**config.mk**
```make
export PLATFORM = sky130hd
export DESIGN_NAME = pattern_scan_ctrl
export DESIGN_NICKNAME = d
export VERILOG_FILES = /design/src/rtl/pattern_scan_ctrl.sv
export SDC_FILE = /design/constraint.sdc
export NUM_CORES = 1
export LEC_CHECK = 0
export ABC_AREA = 1
export BUFFER_PORTS_ARGS = -buffer_cell sky130_fd_sc_hd__clkbuf_2
export CORE_AREA = 8 8 100 102
export DETAILED_ROUTE_END_ITERATION = 8
export DIE_AREA = 0 0 108 110
export SYNTH_ARGS = -nofsm -noshare
export SYNTH_HDL_FRONTEND = slang
export SYNTH_SLANG_ARGS = --single-unit
```
**constraint.sdc**
```tcl
create_clock -name clk -period 1.85 [get_ports clk]
set_input_delay 0.37 -clock clk [delete_from_list [all_inputs] [get_ports clk]]
set_output_delay 0.37 -clock clk [all_outputs]
set_load 0.005 [all_outputs]
```
**src/rtl/pattern_scan_ctrl.sv**
```systemverilog
// Frame controller that serializes bytes MSB-first into a PAT_W-bit sliding
// window and counts overlapping pattern hits over a software-sized frame.
module pattern_scan_ctrl #(
    parameter int               PAT_W   = 4,
    parameter logic [PAT_W-1:0] PAT_RST = 4'b1001,
    parameter int               CNT_W   = 8
) (
    input  logic             clk,
    input  logic             rst_n,
    input  logic             cfg_we,
    input  logic [PAT_W-1:0] cfg_pattern,
    input  logic [7:0]       frame_bytes,
    input  logic             start,
    input  logic             s_valid,
    input  logic [7:0]       s_data,
    output logic             s_ready,
    output logic             busy,
    output logic             match_pulse,
    output logic [CNT_W-1:0] match_cnt,
    output logic             done
);

    localparam logic [1:0] ST_IDLE  = 2'd0;
    localparam logic [1:0] ST_LOAD  = 2'd1;
    localparam logic [1:0] ST_SHIFT = 2'd2;
    localparam logic [1:0] ST_DONE  = 2'd3;

    localparam int               FILL_W    = $clog2(PAT_W + 1);
    localparam logic [FILL_W-1:0] FILL_FULL = FILL_W'(PAT_W);

    logic [1:0]        state_q, state_d;
    logic [PAT_W-1:0]  pattern_q, pattern_d;
    logic [PAT_W-1:0]  hist_q, hist_d;
    logic [FILL_W-1:0] fill_q, fill_d;
    logic [7:0]        byte_q, byte_d;
    logic [2:0]        bit_idx_q, bit_idx_d;
    logic [7:0]        frame_len_q, frame_len_d;
    logic [7:0]        byte_cnt_q, byte_cnt_d;
    logic              match_pulse_q, match_pulse_d;
    logic [CNT_W-1:0]  match_cnt_q, match_cnt_d;

    logic              shift_bit;
    logic [PAT_W-1:0]  hist_shift;
    logic [FILL_W-1:0] fill_inc;
    logic              hit;

    // Window and fill as they will look after this cycle's shift; the hit
    // decision is made on the post-shift view.
    always_comb begin
        shift_bit  = byte_q[bit_idx_q];
        hist_shift = {hist_q[PAT_W-2:0], shift_bit};
        fill_inc   = (fill_q == FILL_FULL) ? fill_q : fill_q + 1'b1;
        hit        = (hist_shift == pattern_q) && (fill_inc == FILL_FULL);
    end

    always_comb begin
        state_d       = state_q;
        pattern_d     = pattern_q;
        hist_d        = hist_q;
        fill_d        = fill_q;
        byte_d        = byte_q;
        bit_idx_d     = bit_idx_q;
        frame_len_d   = frame_len_q;
        byte_cnt_d    = byte_cnt_q;
        match_pulse_d = 1'b0;
        match_cnt_d   = match_cnt_q;

        case (state_q)
            ST_IDLE: begin
                if (cfg_we) begin
                    pattern_d = cfg_pattern;
                end
                if (start) begin
                    match_cnt_d = '0;
                    if (frame_bytes != 8'd0) begin
                        hist_d      = '0;
                        fill_d      = '0;
                        frame_len_d = frame_bytes;
                        byte_cnt_d  = 8'd0;
                        state_d     = ST_LOAD;
                    end else begin
                        state_d = ST_DONE;
                    end
                end
            end
            ST_LOAD: begin
                if (s_valid) begin
                    byte_d     = s_data;
                    bit_idx_d  = 3'd7;
                    byte_cnt_d = byte_cnt_q + 8'd1;
                    state_d    = ST_SHIFT;
                end
            end
            ST_SHIFT: begin
                hist_d    = hist_shift;
                fill_d    = fill_inc;
                bit_idx_d = bit_idx_q - 3'd1;
                if (hit) begin
                    match_pulse_d = 1'b1;
                    if (!(&match_cnt_q)) begin
                        match_cnt_d = match_cnt_q + 1'b1;
                    end
                end
                if (bit_idx_q == 3'd0) begin
                    state_d = (byte_cnt_q == frame_len_q) ? ST_DONE : ST_LOAD;
                end
            end
            ST_DONE: begin
                state_d = ST_IDLE;
            end
            default: begin
                state_d = ST_IDLE;
            end
        endcase
    end

    always_ff @(posedge clk) begin
        if (rst_n) begin
            state_q       <= ST_IDLE;
            pattern_q     <= PAT_RST;
            hist_q        <= '0;
            fill_q        <= '0;
            byte_q        <= 8'd0;
            bit_idx_q     <= 3'd0;
            frame_len_q   <= 8'd0;
            byte_cnt_q    <= 8'd0;
            match_pulse_q <= 1'b0;
            match_cnt_q   <= '0;
        end else begin
            state_q       <= state_d;
            pattern_q     <= pattern_d;
            hist_q        <= hist_d;
            fill_q        <= fill_d;
            byte_q        <= byte_d;
            bit_idx_q     <= bit_idx_d;
            frame_len_q   <= frame_len_d;
            byte_cnt_q    <= byte_cnt_d;
            match_pulse_q <= match_pulse_d;
            match_cnt_q   <= match_cnt_d;
        end
    end

    assign s_ready     = (state_q == ST_LOAD);
    assign busy        = (state_q != ST_IDLE);
    assign done        = (state_q == ST_DONE);
    assign match_pulse = match_pulse_q;
    assign match_cnt   = match_cnt_q;

endmodule

```
---- After elaboration in Yosys (flattened, before gate mapping) ----
Cells that the tools add are included.
storage, ports and cells
  bits of input ports ..................... 25
  memory bits (writable) .................. 0
  register bits ........................... 48
  bits in read-only memories .............. 0
  memories kept ........................... 0
  latch bits .............................. 0
  output and inout port bits .............. 12
  logic and storage cells ................. 73
operators by class
  reduce and logical (&&, ||, !) cells .... 18
  bitwise operators ....................... 1
  multipliers ............................. 0
  divide/modulo/power cells ............... 0
  muxes and demuxes ....................... 26
  add/subtract/negate cells ............... 4
  magnitude comparators ................... 1
  shift-type cells ........................ 0
  eq/ne operators ......................... 13
operator list
  operator                                                                       number
  8-bit two-way mux                                                              6
  8-bit one-hot mux with 2 select lines                                          2
  3-bit two-way mux                                                              6
  3-bit one-hot mux with 2 select lines                                          3
  8-bit by 1-bit adder with 8-bit output (second input constant)                 2
  2-bit != test (second input constant)                                          6
  2-bit two-way mux                                                              5
  3-bit AND reduction                                                            3
  8-bit == test                                                                  1
  2-bit one-hot mux with 4 select lines                                          1
  4-bit AND reduction                                                            2
  8-bit AND reduction                                                            1
  2-bit nonzero test                                                             4
  8-bit nonzero test                                                             1
  3-bit == test (second input constant)                                          2
  2-bit AND reduction                                                            3
  2-bit == test (second input constant)                                          2
  4-bit == test                                                                  1
  3-bit by 4-bit less-than comparator with 1-bit output (second input constant)  1
  3-bit by 1-bit adder with 3-bit output (second input constant)                 1
  1-bit binary-select mux with 3-bit select                                      1
  3-bit logical NOT                                                              1
  3-bit by 1-bit subtractor with 3-bit output (second input constant)            1
  2-bit by 1-bit == test with 1-bit output (second input constant)               1
  5 further kinds                                                                6

---- Longest topological paths before layout ----
Gate-level depths: netlist of run 1.
  depth in word-level cells ............... 6
  gate-level depth with buffers ........... 12
  mapped depth without buffers ............ 11

---- Worst setup path after synthesis of run 1 ----
Ideal clock, no wire load.
  path type ............................... register to register
  start point ............................. register fill_q[0]
  end point ............................... register match_cnt_q[4], in the netlist match_cnt[4]
  library setup time ...................... 113 ps
  data required time ...................... 1737 ps
  path buffers ............................ 1
  setup slack ............................. 206 ps
  period minus slack after synthesis ...... 1644 ps
  data arrival time ....................... 1532 ps
  stages on the path, launching flop included .. 13
  cell sequence ........................... dfxtp_1 > inv_1 > ha_1 > nand2_1 > xor2_1 > nand2_1 > nor2_1 > nand4_2 > nand2_2 > buf_6 > nand2_1 > nand2_1 > nor2_1
between the ends
  cells in the longest elaborated chain, start to end .. 6
  elaborated cells between the ends (all ways) .. 7
  classes of those cells .................. add/sub (1); eq/ne (3); mux (1); reduce/logical (2)
RTL lines
  item                                                                     RTL line  text
  from (decl)                                                              34        logic [FILL_W-1:0] fill_q, fill_d;
  from (signal assigned)                                                   133       fill_q <= fill_d;
  3-bit by 1-bit adder with 3-bit output or 3-bit == test (tied branches)  52        fill_inc = (fill_q == FILL_FULL) ? fill_q : fill_q + 1'b1;
  3-bit two-way mux *                                                      52
  3-bit == test *                                                          53        hit = (hist_shift == pattern_q) && (fill_inc == FILL_FULL);
  1-bit logical AND *                                                      53
  2-bit != test (no line) *                                                --
  4-bit AND reduction (no line) *                                          --
  to (signal assigned)                                                     139       match_cnt_q <= match_cnt_d;
  to (decl)                                                                40        logic [CNT_W-1:0] match_cnt_q, match_cnt_d;
Mark *: on every way between the ends. The rest lies on a longest branch, timed or not.
A chain may end at the register's enable or synchronous reset.

---- Final worst setup path of run 1 ----
  start point ............................. register fill_q[0]
  end point ............................... register match_cnt_q[6], in the netlist match_cnt[6]
Same word-level chain as after synthesis.

==> impl_metrics.ini, run 1 <==
[die]
io_pins = 37
dieArea_um2 = 11900
rows = 34
die_w_um = 108
core_um2 = 8470
start_util_pct = 28.9
die_y_um = 110

[global_route]
grt_use_total_pct = 9.78
grt_pass1_vias = 2161
overflow = 0
grt_max_degree = 34
antenna_found_initial = 0
grt_pass1_wl_mm = 9.68

[setup_path]
crit_chain = inv_1 -> ha_1 -> nand2_1 -> xor2_1 -> nand2_1 -> nor2_4 -> nand4_4 -> nand2_2 -> nand2_1 -> nand2_1 -> nor2_1
r2r_start = fill_q[0]
worst-path-max-fanout = 7
worst_setup_path_end_kind = register
worstSetupStartpointType = register
r2r_slack_ns = 0.09
crit_buf_inv = 1
arrival_ns = 1.97
rr_worst_depth = 11
cpMostUsedCell = nand2_1
critPathKind = register to register
crit_path_top_delay_cell = dfxtp_2
r2r-end = match_cnt[6]
cp_num_cells = 11
critPathRequiredTime_ns = 2.06
crit_family = simple AND/OR/NAND/NOR gates
max_stage_delay_ns = 0.36

[power]
internal_power_mw = 2.07
switching_share_pct = 38.3
peakVddDrop_v = 0.000338
p_clk_share_pct = 22.6
power.total_mw = 3.36
net-switching-power_mw = 1.29
p_leak_nw = 1.32
pwr-share-seq_pct = 41.6
comb_power_share_pct = 35.8
p_per_area_nw_per_um2 = 1160

[cts]
clock-sinks = 48
htree_levels = 2
cts_tree = built
clk_latency_ns = 0.30
numCtsBuffers = 5
cts_hold_buf = 0
root_buffer = clkbuf_8
clk_path_buf_depth = 2
clkTransAtPathRegs_ns = 0.09

[sta]
final-hold-violation-count = 0
slew_viol_final = 0
setup-violations-final = 0
finalSetupTns_ns = 0
tightest_slew_ns = 0.328
relSlewSlack_pct = 78.1
holdWs_ns = 0.286
fmax_mhz = 567
final.setup_skew_ns = 0.00944
min_period_ns = 1.76
period_share_pct = 95.3
layout_setup_ws_ns = 0.0865

[logic_synthesis]
yosysMostFrequentCell = nand2_1
ys.warnings.count = 0
synthTopCellsByArea = dfxtp_1, nand2_1, nor2_1
synthFlopType = dfxtp_1
yosysUniqueCellTypes = 33
async_reset_ff_share_pct = 0
synth_commonest_cells = nand2_1, nor2_1, dfxtp_1
syn_area_um2 = 2450
synthDominantCellAreaShare_pct = 39.3
synth_seq_area_share_pct = 39.3
yosysTopAreaCell = dfxtp_1
synth_cells = 348
ys_seq_elements = 48
synth_edf_count = 0
avgSynthCellArea_um2 = 7.03
syn_nets = 379

[hold_path]
min_path_cells = 3
holdPathEnd = pattern_q[3]
hold_path_startpoint = cfg_pattern[3]
worstHoldPathType = input port to register

[cells_and_area]
layout.nets = 420
final_util_pct = 34.4
antennaDiodeCount = 0
final_cells = 498
fin_area_um2 = 2910
area_growth_syn_to_layout_pct = 18.9
drive_gt1_share_pct = 18.5

[placement]
routabilityCongestion = 0.837
pre_cts_slack_ns = 0.0194
hpwl_mm = 4.15
dpl_cell_area_um2 = 2770
place.port_buffers = 36
place_inst = 488

[route]
ant_nets = 0
drcViolationCount = 0
drt-initial-drc-count = 148
routed_wl_mm = 5.62
avgRoutedWirePerCell_um = 11.3
drt-pass1-iter-count = 5
via_per_inst = 4.53
vias = 2257

[job]
drv_cap = 0

[status]
outcome = completed
## power by group through the flow
stage	Combinational (mW)	Clock (mW)	Sequential [mW]
after floorplan	0.859	0	1.39
after global placement	1.16	0	1.42
after detailed placement	1.17	0	1.42
after CTS	1.19	0.785	1.40
after global routing	1.40	0.833	1.43
final	1.20	0.760	1.40
## flip-flops by register name, summed over array words and instances, names as in the netlist
signal	flops
byte_cnt_q	8
byte_q	8
frame_len_q	8
match_cnt	8
pattern_q	4
bit_idx_q	3
fill_q	3
hist_q	3
state_q	2
match_pulse	1
## how the worst max path moves through the flow
stage	slack (ns)	endpoint	start
final	0.09	match_cnt[6]	fill_q[0]
after detailed placement	0.02	match_cnt[5]	fill_q[0]
after global placement	0.10	match_cnt[3]	fill_q[0]
after global routing	-0.06	match_cnt[2]	fill_q[0]
after floorplan	0.21	match_cnt[4]	fill_q[0]
after CTS	0.05	match_cnt[5]	fill_q[0]
## kinds of logic (layout without fill, tap and decap cells)
| family | count (synthesis) | in the layout | share of synthesized area, % |
|---|---|---|---|
| buffers and inverters | 55 | 96 | 8.84 |
| AO/OA/AOI/OAI | 60 | 60 | 13.9 |
| flip-flops | 48 | 48 | 39.3 |
| AND/OR/NAND/NOR | 167 | 168 | 30.7 |
| XOR/XNOR | 12 | 12 | 4.29 |
| adder cells (fa/ha/maj) | 6 | 6 | 3.07 |
## cell type report
type	instances	area (um^2)
Fill cell	896	5560
Multi-Input combinational cell	246	1300
Sequential cell	48	962
Timing Repair Buffer	41	230
Inverter	47	176
Tap cell	108	135
Clock buffer	6	72.6
Clock inverter	2	35.0
## worst reg2reg max path: stages (launching register included)
cell and delay (ns):
dfxtp_2 0.36, inv_1 0.07, ha_1 0.19, nand2_1 0.09, xor2_1 0.21, nand2_1 0.12
nor2_4 0.16, nand4_4 0.13, nand2_2 0.19, nand2_1 0.07, nand2_1 0.06, nor2_1 0.03
## repair_timing
item,CTS,global route
gates resized for setup,1,4
endpoints found under the setup margin,5,8
pin swaps,0,3
setup buffers,0,1
cloned,0,1
## cells in the final DEF (no fill, tap or decap), drive strengths merged
| cell | instances |
|---|---|
| a21boi | 1 |
| a21oi | 21 |
| a31oi | 2 |
| a32o | 4 |
| and2 | 1 |
| buf | 5 |
| bufinv | 1 |
| clkbuf | 42 |
| clkinv | 1 |
| dfxtp | 48 |
| ha | 6 |
| inv | 47 |
| nand2 | 70 |
| nand3 | 20 |
| nand3b | 2 |
| nand4 | 5 |
| nor2 | 62 |
| nor3 | 6 |
| nor3b | 1 |
| o211ai | 4 |
| o21ai | 28 |
| or2 | 1 |
| xnor2 | 3 |
| xor2 | 9 |
## per-layer routing
layer / vias to the layer above / track usage [%] / wire length, um
met1: 1001 / 12.0 / 2680
li1: 1204 / - / -
met2: 44 / 16.1 / 2620
met5: - / 0 / 0
met3: 8 / 2.56 / 210
met4: 0 / 3.67 / 109
No activity file was read; power rests on OpenSTA's default activity.
==> inputs of run 2 (changes only) <==
Settings changed: CORE_AREA 8 8 100 102 to 8 8 120 67, DIE_AREA 0 0 108 110 to 0 0 128 75.
==> impl_metrics.ini, run 2 (synthesis results as in run 1) <==
[sta]
final-hold-violation-count = 0
setup-violations-final = 0
holdWs_ns = 0.297
period_share_pct = 93.2
tightest_slew_ns = 0.363
relSlewSlack_pct = 75.7
fmax_mhz = 580
min_period_ns = 1.72
rsz0062_at_grt = false
slew_viol_final = 0
final.setup_skew_ns = 0.00363

[route]
routed_wl_mm = 6.14
vias = 2268
via_per_inst = 4.68
drcViolationCount = 0
drt-pass1-iter-count = 4
ant_nets = 0
avgRoutedWirePerCell_um = 12.7
drt-initial-drc-count = 157

[die]
io_pins = 37
start_util_pct = 38.5
core_um2 = 6360
die_w_um = 128
rows = 21
die_y_um = 75
dieArea_um2 = 9600

[power]
comb_power_share_pct = 34.2
p_per_area_nw_per_um2 = 1240
net-switching-power_mw = 1.38
p_leak_nw = 1.36
pwr-share-seq_pct = 37.7
p_clk_share_pct = 28.1
peakVddDrop_v = 0.000440
internal_power_mw = 2.33
switching_share_pct = 37.2

[cells_and_area]
mostFrequentLayoutCell = nand2_1
layout.nets = 423
final_cell_mix = nand2_1, nor2_1, dfxtp_1, inv_1, clkbuf_2
antennaDiodeCount = 0
area_growth_syn_to_layout_pct = 21.9
fin_area_um2 = 2980
drive_gt1_share_pct = 20.6
fill_cells = 672

[cts]
root_buffer = clkbuf_16
cts_tree = built
htree_levels = 2
post_cts_buffers = 0
clkTransAtPathRegs_ns = 0.06
clk_latency_ns = 0.29
clock-sinks = 48
numCtsBuffers = 5
clk_path_buf_depth = 2

[setup_path]
arrival_ns = 1.91
worst_setup_path_end_kind = register
worst-path-max-fanout = 7
critPathKind = register to register
worstSetupStartpointType = register
critPathRequiredTime_ns = 2.04

[global_route]
grt_pass1_vias = 2108
grt_pass1_wl_mm = 10.1
antenna_found_initial = 0
overflow = 0
grt_use_total_pct = 13.5
grt_max_degree = 28

[job]
drv_cap = 0

[placement]
place.port_buffers = 36
dpl_cell_area_um2 = 2760
hpwl_mm = 4.57
routabilityCongestion = 0.796

[hold_path]
worstHoldPathType = input port to register

[status]
outcome = completed
run 2: worst max-delay path: stages (launching register included):
cell	delay, ns
dfxtp_2	0.34
inv_1	0.08
ha_1	0.33
nor2_2	0.14
nand3_2	0.10
nor2_4	0.15
nand4_4	0.16
nand2_4	0.15
nand2_1	0.06
nand2_1	0.05
nor2_1	0.04
run 2: layout make-up:
cell class	instances	area, um^2	area share [%]
clock buffer	5	125	4.19
clock inverter	3	42.5	1.43
inverter	47	176	5.91
multi-input combinational	246	1320	44.3
sequential	48	962	32.2
tap	92	115	3.86
timing repair buffer	44	240	8.05
run 2: worst paths after layout:
| check | to | startpoint | slack (ns) | depth (start not counted) |
|---|---|---|---|---|
| worst min-delay path | pattern_q[3] | cfg_pattern[3] | 0.30 | 3 |
| worst max register to register | match_cnt[5] | fill_q[0] | 0.13 | 10 |
| worst min register to register | byte_q[4] | byte_q[4] | 0.46 | 2 |
| worst max-delay path | match_cnt[5] | fill_q[0] | 0.13 | 10 |
run 2: through the flow:
stage	cells	power, mW	utilization (%)	setup slack [ns]	TNS, ns
after floorplan	348	2.25	-	0.206	0
after global placement	476	2.62	43.4	0.0791	0
after detailed placement	476	2.63	43.4	-0.0291	-0.168
after CTS	484	3.70	46.2	0.000678	0
after global routing	485	3.99	46.9	0.0100	0
final	485	3.71	46.9	0.126	0
run 2: per-layer routing:
layer	routed length, um	share of wire (%)	global-route usage [%]
met2	2390	39	18.4
met3	342	5.6	4.24
met5	0	0	0
met4	36	0.59	5.87
met1	3380	55	18.9
run 2: power by group through the flow:
stage	sequential (mW)	clock, mW	combinational [mW]
after floorplan	1.39	0	0.859
after global placement	1.41	0	1.20
after detailed placement	1.42	0	1.21
after CTS	1.40	1.07	1.23
after global routing	1.43	1.11	1.45
final	1.40	1.04	1.27
run 2: timing repair:
item,4_1_cts,5_1_grt
pin swaps,0,3
setup endpoints to repair,7,8
gates resized for setup,2,10
hold buffers,0,0
cloned,0,1
